`config.mk`:
```
export PLATFORM = sky130hd
export DESIGN_NAME = tns15_codec
export DESIGN_NICKNAME = d
export VERILOG_FILES = /design/src/rtl/tns15_codec.sv
export SDC_FILE = /design/constraint.sdc
export NUM_CORES = 1
export LEC_CHECK = 0
export CAP_MARGIN = 20
export CORE_MARGIN = 4
export CORE_UTILIZATION = 47
export DETAILED_ROUTE_END_ITERATION = 12
export MAX_ROUTING_LAYER = met4
export PLACE_DENSITY = 0.64
export SLEW_MARGIN = 15
export SYNTH_ARGS = -nofsm -noshare
export SYNTH_HDL_FRONTEND = slang
export SYNTH_SLANG_ARGS = --single-unit
export TNS_END_PERCENT = 10
```
`constraint.sdc`:
```
create_clock -name clock -period 14.4 [get_ports clock]
set_input_delay 2.88 -clock clock [delete_from_list [all_inputs] [get_ports clock]]
set_output_delay 2.88 -clock clock [all_outputs]
set_load 0.02 [all_outputs]
```
`src/rtl/tns15_codec.sv`:
```
// ---------------------------------------------------------------------------
// tns15_codec
// Ternary-neighbour-safe codec for a 15-wire TSV bundle.
//
// TNS_encoder_15 : registers a 15-bit binary word onto five 3-wire groups.
//                  Each group carries one base-7 digit. The pattern for
//                  digit 6 depends on the group's previous b2, which keeps
//                  worst-case crosstalk transitions off the bundle.
// TNS_dec_15     : stateless combinational decoder on the receiving die.
// tns15_codec    : wrapper that ties encoder and decoder back to back.
//
// Ports (tns15_codec):
//   datain  in  15  binary data word (legal range 0..16806)
//   clock   in  1   rising-edge clock
//   tsv     out 15  registered TSV levels
//   reset   in  1   synchronous active-high reset
//   dataout out 15  decoded word (combinational from tsv)
//
// Build option: TNS_RANGE_CHECK_EN
//   defined   : datain >= 16807 is illegal, and tsv holds its previous value
//   undefined : datain is encoded modulo 16807
// ---------------------------------------------------------------------------

module TNS_encoder_15 (
  input  logic [14:0] datain,
  input  logic        clock,
  output logic [14:0] tsv,
  input  logic        reset
);

  localparam logic [14:0] TNS06_C = 15'd16807;

  logic        in_range_s;
  logic [14:0] val_s;
  logic [14:0] quot_s [0:5];
  logic [2:0]  digit_s [0:4];
  logic [14:0] next_s;

  // Digit-to-pattern map. Digit 6 uses 110 or 001, chosen so that it
  // toggles b2 away from the level it held in the previous cycle.
  function automatic logic [2:0] enc_digit(input logic [2:0] d, input logic prev_b2);
    logic [2:0] p;
    case (d)
      3'd0:    p = 3'b000;
      3'd1:    p = 3'b010;
      3'd2:    p = 3'b011;
      3'd3:    p = 3'b100;
      3'd4:    p = 3'b101;
      3'd5:    p = 3'b111;
      3'd6:    p = prev_b2 ? 3'b001 : 3'b110;
      default: p = 3'b000;
    endcase
    return p;
  endfunction

  // Range reduction, base-7 digit extraction and per-group pattern selection.
  always_comb begin
    in_range_s = (datain < TNS06_C);
    if (in_range_s) begin
      val_s = datain;
    end else begin
      // Largest input is 32767 < 2*16807, so one subtraction is a full modulo.
      val_s = datain - TNS06_C;
    end
    quot_s[0] = val_s;
    for (int j = 0; j < 5; j++) begin
      digit_s[j]  = 3'(quot_s[j] % 15'd7);
      quot_s[j+1] = quot_s[j] / 15'd7;
    end
    next_s = 15'd0;
    for (int j = 0; j < 5; j++) begin
      next_s[3*j +: 3] = enc_digit(digit_s[j], tsv[3*j+2]);
    end
  end

  // TSV register: the only state in the encoder; b2 history is read back from it.
  always_ff @(posedge clock) begin
    if (reset) begin
      tsv <= 15'd0;
    end
`ifdef TNS_RANGE_CHECK_EN
    else if (!in_range_s) begin
      tsv <= tsv;
    end
`endif
    else begin
      tsv <= next_s;
    end
  end

endmodule

module TNS_dec_15 (
  input  logic [14:0] tsv,
  output logic [14:0] dataout
);

  logic [14:0] d_s [0:4];

  // Pattern-to-digit map; both digit-6 patterns decode to 6.
  function automatic logic [2:0] dec_group(input logic [2:0] p);
    logic [2:0] d;
    case (p)
      3'b000:  d = 3'd0;
      3'b010:  d = 3'd1;
      3'b011:  d = 3'd2;
      3'b100:  d = 3'd3;
      3'b101:  d = 3'd4;
      3'b111:  d = 3'd5;
      3'b001:  d = 3'd6;
      3'b110:  d = 3'd6;
      default: d = 3'd0;
    endcase
    return d;
  endfunction

  // Weighted sum of digits; maximum 16806 fits in 15 bits.
  always_comb begin
    for (int j = 0; j < 5; j++) begin
      d_s[j] = {12'd0, dec_group(tsv[3*j +: 3])};
    end
    dataout = d_s[0]
            + d_s[1] * 15'd7
            + d_s[2] * 15'd49
            + d_s[3] * 15'd343
            + d_s[4] * 15'd2401;
  end

endmodule

module tns15_codec (
  input  logic [14:0] datain,
  input  logic        clock,
  output logic [14:0] tsv,
  input  logic        reset,
  output logic [14:0] dataout
);

  TNS_encoder_15 u_enc (
    .datain (datain),
    .clock  (clock),
    .tsv    (tsv),
    .reset  (reset)
  );

  TNS_dec_15 u_dec (
    .tsv     (tsv),
    .dataout (dataout)
  );

endmodule

```
==> impl_summary.log, run 1 <==
[metrics] cell area after synthesis: 8070 sq um
[metrics] vertical die dimension: 139 microns
[metrics] violation count after the first detailed-route iteration: 560
[metrics] share of post-route cells with drive strength above 1: 13.5%
[metrics] number of warnings printed during yosys synthesis: 0
[metrics] Layout Nets: 1242
[metrics] clock latency at the later pin of the worst-skew pair: 0.27 ns
[metrics] Setup crit end kind: flop
[metrics] fmax: 73.0 MHz
[metrics] endpoint required time on the critical path: 14.55 ns
[metrics] initial core utilization: 48.3%
[metrics] row count: 47
[metrics] critical path class: input port to flop
[metrics] Synth area leader: ha_1
[metrics] CORE AREA: 16700 sq um
[metrics] routed wirelength normalized by instance count: 15.8 microns
[metrics] dominant cell by count in the synthesized netlist: inv_1
[metrics] total setup violations reported at the end of the flow: 0
[metrics] share of Yosys cell area claimed by the top area cell type: 12.1%
[metrics] Hold Fails Final Rpt: 0
[metrics] wire length of the first global-routing pass: 35.7 mm
[metrics] Startpoint Class: input port
[metrics] count of port buffers added during placement: 46
[metrics] estimated wirelength of the detail-placed design: 16.9 mm
[metrics] result of the run: completed
[metrics] root cell of the clock tree: clkbuf_16
[metrics] worst clock skew on the final layout: 0.00121 ns
[metrics] fraction of the cycle the final worst path needs: 95.1%
[metrics] CTS Sinks: 30
[metrics] Final Max Tran Viols: 0
[metrics] Slew headroom: 30.3%
[metrics] share of flip-flops with an asynchronous set or reset after synthesis: 0%
[metrics] detail-routed via count per cell: 6.11
[metrics] mean instance size in the synthesized netlist: 7.59 sq um
[metrics] I/O pins: 47
[metrics] total via count in the routed design: 8194
[metrics] max cap viols: 0
[metrics] count of nets left with antenna violations after detail routing: 0
[metrics] commonest register cell after synthesis: dfxtp_1
[metrics] dominant cells by area after synthesis: ha_1, dfxtp_1, fa_1
[metrics] deepest clock path buffer count: 2
[metrics] fillers: 1635
[metrics] TritonCTS clock tree: built
[metrics] # DRC: 0
[metrics] placer's final routability congestion estimate: 0.937
[metrics] total wire length after detailed routing: 21.2 mm
[metrics] pin count of the biggest net entering global routing: 30
[metrics] H-tree Lvls: 2
[metrics] worst-case hold slack: 0.600 ns
[metrics] Slowest cell on crit path: or4_4
[metrics] hold buffer count at cts: 0
[metrics] global router's overall resource usage: 21.5%
[metrics] post-synthesis sequential element count: 30
[metrics] class of the most critical hold timing path: flop to flop
[metrics] Cell variety after synth: 117
[metrics] Detailed Routing Iterations Pass 1: 5
[metrics] number of buffers created by CTS: 5
[metrics] horizontal extent of the die: 139 microns
[metrics] clock transition time at the flip-flop clock pins of the worst setup and hold paths: 0.05 ns
[metrics] die area: 19300 sq um
[metrics] cell repeated most along the worst path: ha_1
[metrics] CP delay by family, top: compound AO/OA/AOI/OAI gates
[metrics] post-route minimum period: 13.69 ns
[metrics] antenna diode count: 0
[metrics] number of enable flip-flop cells after synthesis: 0
[metrics] Buf+Inv Stages, Crit Path: 8
[metrics] transition time at the pin with the least slew margin: 1.05 ns
[metrics] antenna violations before repair: 0
[metrics] most used standard cells in the synthesized netlist: inv_1, ha_1, nand2_1
[metrics] Arr. time, crit path: 13.84 ns
[metrics] final global-route overflow total: 0
[metrics] CP max stage delay: 0.53 ns
[metrics] maximum fanout count along the critical path: 12
[metrics] vias in the first global route: 7415
[metrics] count of mapped cells out of synthesis: 1062
[metrics] area grow syn2layout: 13.9%
[metrics] portion of the post-synthesis area used by sequential elements: 7.45%
tightest hold or removal path: stages (launching register included):
cell     delay, ns
dfxtp_1       0.36
a21bo_2       0.14
a21oi_1       0.05
metal layers:
metal / part of all wire, % / up-vias / routed length [microns] / track usage [%]
met5: 0 / - / 0 / -
li1: - / 4141 / - / -
met4: 1.3 / 0 / 269 / 5.05
met3: 4.5 / 18 / 944 / 0.931
met1: 48 / 3788 / 10100 / 29.7
met2: 47 / 247 / 9890 / 35.1
registers in the layout, indices dropped and copies added, names as in the netlist:
register,flops
u_dec.d_s,15
u_enc.tsv,15
area by class of cell:
| cell class | instances | area [sq um] | area share, % |
|---|---|---|---|
| inverters | 102 | 383 | 4.17 |
| clock inverters | 2 | 12.5 | 0.136 |
| flip-flops and latches | 30 | 601 | 6.54 |
| well taps | 220 | 275 | 3.00 |
| multi-input cells | 897 | 7030 | 76.5 |
| clock buffers | 6 | 139 | 1.51 |
| repair buffers | 85 | 751 | 8.17 |
cell usage in the layout (no fill, tap or decap), types with 24 or more instances in the layout:
cell type	count
dfxtp_1	30
nor3_1	30
clkdlybuf4s50_1	46
nand3_1	41
a211oi_1	24
buf_4	38
xnor2_1	30
a21oi_1	70
ha_1	76
nor2_1	66
inv_1	97
nand2_1	77
fa_1	26
o21ai_0	47
final timing paths:
kind	start	to	slack, ns	cells past startpoint
min reg2reg	u_enc.tsv[14]$_SDFF_PP0_	u_enc.tsv[13]$_SDFF_PP0_	0.60	2
min	u_enc.tsv[14]$_SDFF_PP0_	u_enc.tsv[13]$_SDFF_PP0_	0.60	2
max	datain[0]	u_enc.tsv[13]$_SDFF_PP0_	0.71	54
max reg2reg	u_enc.tsv[11]$_SDFF_PP0_	u_dec.d_s[15]$_DFF_P_	12.59	5
through the flow:
stage / std cells / setup WS (ns) / instance area, sq um / TNS, ns / util, %
2_1_floorplan: 1064 / 0.908 / 8070 / 0 / -
3_3_place_gp: 1327 / 0.229 / 8860 / 0 / 53.0
3_5_place_dp: 1327 / -0.0335 / 8860 / -0.0555 / 53.0
4_1_cts: 1335 / 0.204 / 9010 / 0 / 53.9
5_1_grt: 1342 / -0.0311 / 9190 / -0.0510 / 55.0
6_report: 1342 / 0.707 / 9190 / 0 / 55.0
repair_timing:
action	CTS	global route
buffers inserted	0	6
setup endpoints to repair	0	7
resized for setup	0	26
cells by family after synthesis:
family	after synthesis	synth area share, %
mux	23	3.09
xor+xnor	47	5.29
simple gates	321	20.9
fa+ha+maj	107	18.9
flops	30	7.45
other cells	1	0.0465
compound gates	396	37.2
buf+inv	137	7.10
Power of run 1 is left out: the tool's default activity adds up to more than one toggle a clock period on the data nets, which glitch-free logic cannot reach.
==> run 2, diff against run 1 <==
--- a/config.mk
+++ b/config.mk
@@ -10,5 +10,6 @@
 export CORE_UTILIZATION = 47
+export CTS_CLUSTER_SIZE = 16
 export DETAILED_ROUTE_END_ITERATION = 12
 export MAX_ROUTING_LAYER = met4
-export PLACE_DENSITY = 0.64
+export PLACE_DENSITY = 0.72
 export SLEW_MARGIN = 15
--- a/constraint.sdc
+++ b/constraint.sdc
@@ -3,2 +3,2 @@
 set_output_delay 2.88 -clock clock [all_outputs]
-set_load 0.02 [all_outputs]
+set_load 0.005 [all_outputs]
==> run 2 against run 1 <==
Compared with the run above: utilization is 0.30 points higher; sequential cell count stayed put; final area is 0.54% higher; worst hold slack worse by 0.018 ns; sequential share of layout area hardly changed; first-iteration DRC count is 1.8% higher; clock skew is 0.0050 ns higher; via count is 2.0% higher; routed wire length is 0.77% lower; non-clock buffer count stayed put; maximum frequency hardly changed; largest cell class unchanged.
==> impl_summary.log, run 2 (same netlist as run 1, synthesis figures left out) <==
[metrics] result of the run: completed (unchanged)
[metrics] CORE AREA: 16700 sq um (unchanged)
[metrics] Hold Fails Final Rpt: 0 (unchanged)
[metrics] row count: 47 (unchanged)
[metrics] Hold Path Stages: 2 (unchanged)
[metrics] CP max stage delay: 0.56 ns (was 0.53 ns)
[metrics] worst-case hold slack: 0.582 ns (was 0.600 ns)
[metrics] design area: 9240 sq um (was 9190 sq um)
[metrics] slack of the worst reg-to-reg path: 12.60 ns (was 12.59 ns)
[metrics] multi-input logic area: 7080 sq um (was 7030 sq um)
[metrics] critical path class: input port to flop (unchanged)
[metrics] maximum fanout count along the critical path: 7 (was 12)
[metrics] final global-route overflow total: 0 (unchanged)
[metrics] count of port buffers added during placement: 46 (unchanged)
[metrics] deepest clock path buffer count: 2 (unchanged)
[metrics] antenna diode count: 0 (unchanged)
[metrics] class of the most critical hold timing path: flop to flop (unchanged)
[metrics] fraction of the cycle the final worst path needs: 95.2% (was 95.1%)
[metrics] CTS Sinks: 30 (unchanged)
[metrics] detail-routed via count per cell: 6.23 (was 6.11)
[metrics] share of post-route cells with drive strength above 1: 13.7% (was 13.5%)
[metrics] clock latency at the later pin of the worst-skew pair: 0.28 ns (was 0.27 ns)
[metrics] initial core utilization: 48.3% (unchanged)
[metrics] die area: 19300 sq um (unchanged)
[metrics] total setup violations reported at the end of the flow: 0 (unchanged)
[metrics] commonest cells after routing, fill and taps aside: inv_1, nand2_1, ha_1, a21oi_1, nor2_1 (unchanged)
[metrics] placed standard-cell area: 8840 sq um (was 8860 sq um)
[metrics] hold buffer count at cts: 0 (unchanged)
[metrics] fmax: 73.0 MHz (about the same)
[metrics] H-tree Lvls: 2 (unchanged)
[metrics] startpoint of the lowest-slack hold path: u_enc.tsv[14]$_SDFF_PP0_ (unchanged)
[metrics] max cap viols: 0 (unchanged)
[metrics] filler-free cell count of the finished design: 1342 (unchanged)
[metrics] placed insts: 1325 (was 1327)
[metrics] violation count after the first detailed-route iteration: 570 (was 560)
[metrics] Layout Nets: 1242 (unchanged)
[metrics] worst clock skew on the final layout: 0.00620 ns (was 0.00121 ns)
[metrics] post-route minimum period: 13.70 ns (was 13.69 ns)
[metrics] antenna violations before repair: 0 (unchanged)
[metrics] Arr. time, crit path: 13.88 ns (was 13.84 ns)
[metrics] count of nets left with antenna violations after detail routing: 0 (unchanged)
[metrics] area grow syn2layout: 14.5% (was 13.9%)
[metrics] Detailed Routing Iterations Pass 1: 5 (unchanged)
[metrics] total wire length after detailed routing: 21.0 mm (was 21.2 mm)
[metrics] Startpoint Class: input port (unchanged)
[metrics] endpoint of the worst-slack reg-to-reg timing path: u_dec.d_s[15]$_DFF_P_ (unchanged)
[metrics] routed wirelength normalized by instance count: 15.7 microns (was 15.8 microns)
[metrics] TritonCTS clock tree: built (unchanged)
[metrics] transition time at the pin with the least slew margin: 1.00 ns (was 1.05 ns)
[metrics] global router's overall resource usage: 21.0% (was 21.5%)
[metrics] core utilization of the finished layout: 55.3% (was 55.0%)
[metrics] horizontal extent of the die: 139 microns (unchanged)
[metrics] Slowest cell on crit path: or4_1 (was or4_4)
[metrics] Register-to-Register Path Depth: 5 (unchanged)
[metrics] Setup crit end kind: flop (unchanged)
[metrics] Slew headroom: 32.5% (was 30.3%)
[metrics] I/O pins: 47 (unchanged)
[metrics] total via count in the routed design: 8354 (was 8194)
[metrics] wire length of the first global-routing pass: 35.2 mm (was 35.7 mm)
[metrics] Worst R2R Start: u_enc.tsv[11]$_SDFF_PP0_ (unchanged)
[metrics] fillers: 1571 (was 1635)
[metrics] root cell of the clock tree: clkbuf_16 (unchanged)
[metrics] clock transition time at the flip-flop clock pins of the worst setup and hold paths: 0.05 ns (about the same)
[metrics] Final Max Tran Viols: 0 (unchanged)
[metrics] estimated wirelength of the detail-placed design: 16.6 mm (was 16.9 mm)
[metrics] worst hold endpoint: u_enc.tsv[13]$_SDFF_PP0_ (unchanged)
[metrics] # DRC: 0 (unchanged)
[metrics] endpoint required time on the critical path: 14.58 ns (was 14.55 ns)
[metrics] area used by sequential logic in the layout: 601 sq um (unchanged)
[metrics] pin count of the biggest net entering global routing: 30 (unchanged)
[metrics] number of buffers created by CTS: 5 (unchanged)
[metrics] vertical die dimension: 139 microns (unchanged)
[metrics] placer's final routability congestion estimate: 0.948 (was 0.937)
[metrics] most common cell after layout, fill and taps aside: inv_1 (unchanged)
[metrics] vias in the first global route: 7466 (was 7415)
[run 2: cell count changes in the layout (fill, tap and decap cells not counted), sizes merged]
| cell | before | now |
|---|---|---|
| buf | 38 | 39 |
| clkinvlp | 1 | 0 |
[run 2: worst max-delay path by stage]
stage / startpoint / end / slack [ns]
4_1_cts: datain[14] / u_enc.tsv[12]$_SDFF_PP0_ / 0.31
6_report: datain[0] / u_dec.d_s[0]$_DFF_P_ / 0.70
2_1_floorplan: datain[0] / u_enc.tsv[14]$_SDFF_PP0_ / 0.91
3_5_place_dp: datain[14] / u_enc.tsv[12]$_SDFF_PP0_ / 0.09
3_3_place_gp: datain[14] / u_enc.tsv[12]$_SDFF_PP0_ / 0.43
5_1_grt: datain[0] / u_dec.d_s[0]$_DFF_P_ / -0.07
[run 2: what timing repair did]
action,4_1_cts,5_1_grt
buffers inserted,0,9
setup endpoints to repair,0,9
resized for setup,0,33
[run 2: routing by layer]
layer  global-route usage, %  up-vias  wire length [microns]
met5                       -        -                      0
met4                    4.22        0                    275
met3                    1.07       27                    767
met2                    34.9      224                   9900
met1                    28.6     3968                  10100
li1                        -     4135                      -
[run 2: worst max-delay path, delay by kind of cell]
family	cells	cell delay, ns
and+or+nand+nor	14	2.92
xor gates and xnor gates	1	0.22
buffers and inverters	8	1.36
adders and majority gates	7	1.59
AOI/OAI and AO/OA	24	4.88
[run 2: layout make-up]
cell class / instances / share of cell area (%)
clock inverters: 1 / 0.0542
flip-flops and latches: 30 / 6.50
well taps: 220 / 2.98
inverters: 102 / 4.15
repair buffers: 85 / 8.15
clock buffers: 7 / 1.54
multi-input cells: 897 / 76.6
[run 2: per-stage QoR]
stage	setup TNS (ns)	worst slack (ns)
floorplan	0	0.908
detailed placement	0	0.0853
CTS	0	0.313
global placement	0	0.433
global route	-0.129	-0.0664
finish	0	0.696
Power of run 2 is left out for the same reason.
==> run 3, diff against run 2 <==
- ABC_AREA: default -> 1
- GPL_ROUTABILITY_DRIVEN: default -> 0
- PLACE_DENSITY: 0.72 -> 0.73
- SLEW_MARGIN: 15 -> default
==> run 3 against run 2 <==
Compared with the run above: critical path depth up 27; utilization down 1.7 points; register-to-register slack better by 0.48 ns; first-iteration DRC count down 66%; largest cell class unchanged.
==> impl_summary.log, run 3 <==
[metrics] Hold Fails Final Rpt: 0 (unchanged)
[metrics] count of port buffers added during placement: 46 (unchanged)
[metrics] critical path class: input port to flop (unchanged)
[metrics] dominant cell by count in the synthesized netlist: nand2_1 (was inv_1)
[metrics] Slowest cell on crit path: clkdlybuf4s50_1 (was or4_1)
[metrics] horizontal extent of the die: 127 microns (was 139 microns)
[metrics] deepest clock path buffer count: 2 (unchanged)
[metrics] highest routing layer actually used: met4 (unchanged)
[metrics] initial core utilization: 47.8% (was 48.3%)
[metrics] portion of the post-synthesis area used by sequential elements: 9.09% (was 7.45%)
[metrics] hold buffer count at cts: 0 (unchanged)
[metrics] number of buffers created by CTS: 5 (unchanged)
[metrics] estimated wirelength of the detail-placed design: 10.9 mm (was 16.6 mm)
[metrics] CORE AREA: 13800 sq um (was 16700 sq um)
[metrics] die area: 16000 sq um (was 19300 sq um)
[metrics] Final TNS setup: 0 ns (unchanged)
[metrics] maximum fanout count along the critical path: 7 (unchanged)
[metrics] count of nets left with antenna violations after detail routing: 0 (unchanged)
[metrics] share of post-route cells with drive strength above 1: 15.1% (was 13.7%)
[metrics] I/O pins: 47 (unchanged)
[metrics] clock latency at the later pin of the worst-skew pair: 0.27 ns (was 0.28 ns)
[metrics] global router's overall resource usage: 16.5% (was 21.0%)
[metrics] # DRC: 0 (unchanged)
[metrics] area grow syn2layout: 12.2% (was 14.5%)
[metrics] total setup violations reported at the end of the flow: 0 (unchanged)
[metrics] dominant cells by area after synthesis: ha_1, nand2_1, inv_1 (was ha_1, dfxtp_1, fa_1)
[metrics] Layout Nets: 1191 (was 1242)
[metrics] clock transition time at the flip-flop clock pins of the worst setup and hold paths: 0.05 ns (about the same)
[metrics] commonest register cell after synthesis: dfxtp_1 (unchanged)
[metrics] post-route minimum period: 12.56 ns (was 13.70 ns)
[metrics] Cell variety after synth: 48 (was 117)
[metrics] fraction of the cycle the final worst path needs: 87.2% (was 95.2%)
[metrics] Arr. time, crit path: 12.73 ns (was 13.88 ns)
[metrics] vias in the first global route: 5692 (was 7466)
[metrics] wire length of the first global-routing pass: 22.9 mm (was 35.2 mm)
[metrics] wire length on met1: 5.84 mm (was 10.1 mm)
[metrics] Startpoint Class: input port (unchanged)
[metrics] class of the most critical hold timing path: flop to flop (unchanged)
[metrics] TritonCTS clock tree: built (unchanged)
[metrics] number of enable flip-flop cells after synthesis: 0 (unchanged)
[metrics] pin count of the biggest net entering global routing: 16 (was 30)
[metrics] final global-route overflow total: 0 (unchanged)
[metrics] row count: 43 (was 47)
[metrics] violation count after the first detailed-route iteration: 191 (was 570)
[metrics] number of gates resized after CTS: 0 (unchanged)
[metrics] share of flip-flops with an asynchronous set or reset after synthesis: 0% (unchanged)
[metrics] most used standard cells in the synthesized netlist: nand2_1, inv_1, ha_1 (was inv_1, ha_1, nand2_1)
[metrics] routed wirelength normalized by instance count: 9.87 microns (was 15.7 microns)
[metrics] result of the run: completed (unchanged)
[metrics] vertical die dimension: 127 microns (was 139 microns)
[metrics] mean instance size in the synthesized netlist: 6.50 sq um (was 7.59 sq um)
[metrics] detail-routed via count per cell: 4.80 (was 6.23)
[metrics] RSZ-0062 raised after global routing: false
[metrics] post-synthesis sequential element count: 30 (unchanged)
[metrics] worst clock skew on the final layout: 0.00450 ns (was 0.00620 ns)
[metrics] root cell of the clock tree: clkbuf_16 (unchanged)
[metrics] Setup crit end kind: flop (unchanged)
[metrics] Met3 Routed Length: 232 microns (was 767 microns)
[metrics] CTS Sinks: 30 (unchanged)
[metrics] count of mapped cells out of synthesis: 1017 (was 1062)
[metrics] commonest cells after routing, fill and taps aside: nand2_1, inv_1, ha_1, nor2_1, nand3_1 (was inv_1, nand2_1, ha_1, a21oi_1, nor2_1)
[metrics] fmax: 79.6 MHz (was 73.0 MHz)
[metrics] H-tree Lvls: 2 (unchanged)
[metrics] Synth area leader: ha_1 (unchanged)
[metrics] cell repeated most along the worst path: nand2_1
[metrics] Detailed Routing Iterations Pass 1: 5 (unchanged)
[metrics] max cap viols: 0 (unchanged)
[metrics] endpoint required time on the critical path: 14.57 ns (was 14.58 ns)
[metrics] most common cell after layout, fill and taps aside: nand2_1 (was inv_1)
[metrics] Final Max Tran Viols: 0 (unchanged)
[metrics] total via count in the routed design: 5991 (was 8354)
[metrics] CP max stage delay: 0.52 ns (was 0.56 ns)
[metrics] cell area after synthesis: 6610 sq um (was 8070 sq um)
[metrics] number of warnings printed during yosys synthesis: 0 (unchanged)
[metrics] share of Yosys cell area claimed by the top area cell type: 15.1% (was 12.1%)
[metrics] antenna diode count: 0 (unchanged)
[metrics] Post-CTS Setup Repair Bufs: 0 (unchanged)
[metrics] antenna violations before repair: 0 (unchanged)
[metrics] total wire length after detailed routing: 12.3 mm (was 21.0 mm)
[metrics] Detail Route met2 WL: 6.10 mm (was 9.90 mm)
[run 3: logic make-up (layout without fill, tap and decap cells)]
family                   Yosys count  after routing  synth area share (%)
AO/OA/AOI/OAI                    114            114                  10.1
adder cells (fa/ha/maj)          106            106                  23.0
flip-flops                        30             30                  9.09
other                              1              3                0.0568
buffers and inverters            223            273                  13.0
AND/OR/NAND/NOR                  508            508                  40.0
XOR/XNOR                          35             35                  4.75
[run 3: area by class of cell]
type                            instances  area, sq um
Inverter                              219          823
Sequential cell                        30          601
Multi-Input combinational cell        766         5160
Fill cell                            1386         6410
Clock inverter                          1         5.00
Tap cell                              180          225
Clock buffer                            7          143
Timing Repair Buffer                   46          460
[run 3: per-layer routing]
layer	up-vias	track usage [%]
met2	58	30.2
met5	-	-
met3	12	0.842
met1	2626	20.1
li1	3295	-
met4	0	3.66
[run 3: critical path: cells and delay by family]
family | cells | cell delay [ns]
simple gates | 61 | 6.00
fa+ha+maj | 6 | 1.30
compound gates | 9 | 1.68
buf+inv | 5 | 0.84
[run 3: worst paths after layout]
check	startpoint	endpoint	slack [ns]	depth (start not counted)
max	datain[0]	u_dec.d_s[2]$_DFF_P_	1.84	81
min	u_enc.tsv[11]$_SDFF_PP0_	u_enc.tsv[10]$_SDFF_PP0_	0.61	3
max reg2reg	u_enc.tsv[2]$_SDFF_PP0_	u_dec.d_s[60]$_DFF_P_	13.08	6
min reg2reg	u_enc.tsv[11]$_SDFF_PP0_	u_enc.tsv[10]$_SDFF_PP0_	0.61	3
[run 3: metrics by stage]
stage	setup WS (ns)	cells	hold slack [ns]	area, sq um	utilization (%)
5_1_grt	0.514	1249	0.670	7410	53.6
4_1_cts	1.85	1249	0.601	7410	53.6
3_3_place_gp	1.76	1241	0.587	7270	52.6
2_1_floorplan	3.19	1019	0.565	6620	-
6_report	1.84	1249	0.605	7410	53.6
3_5_place_dp	1.57	1241	0.592	7270	52.6
Power of run 3 is left out for the same reason.
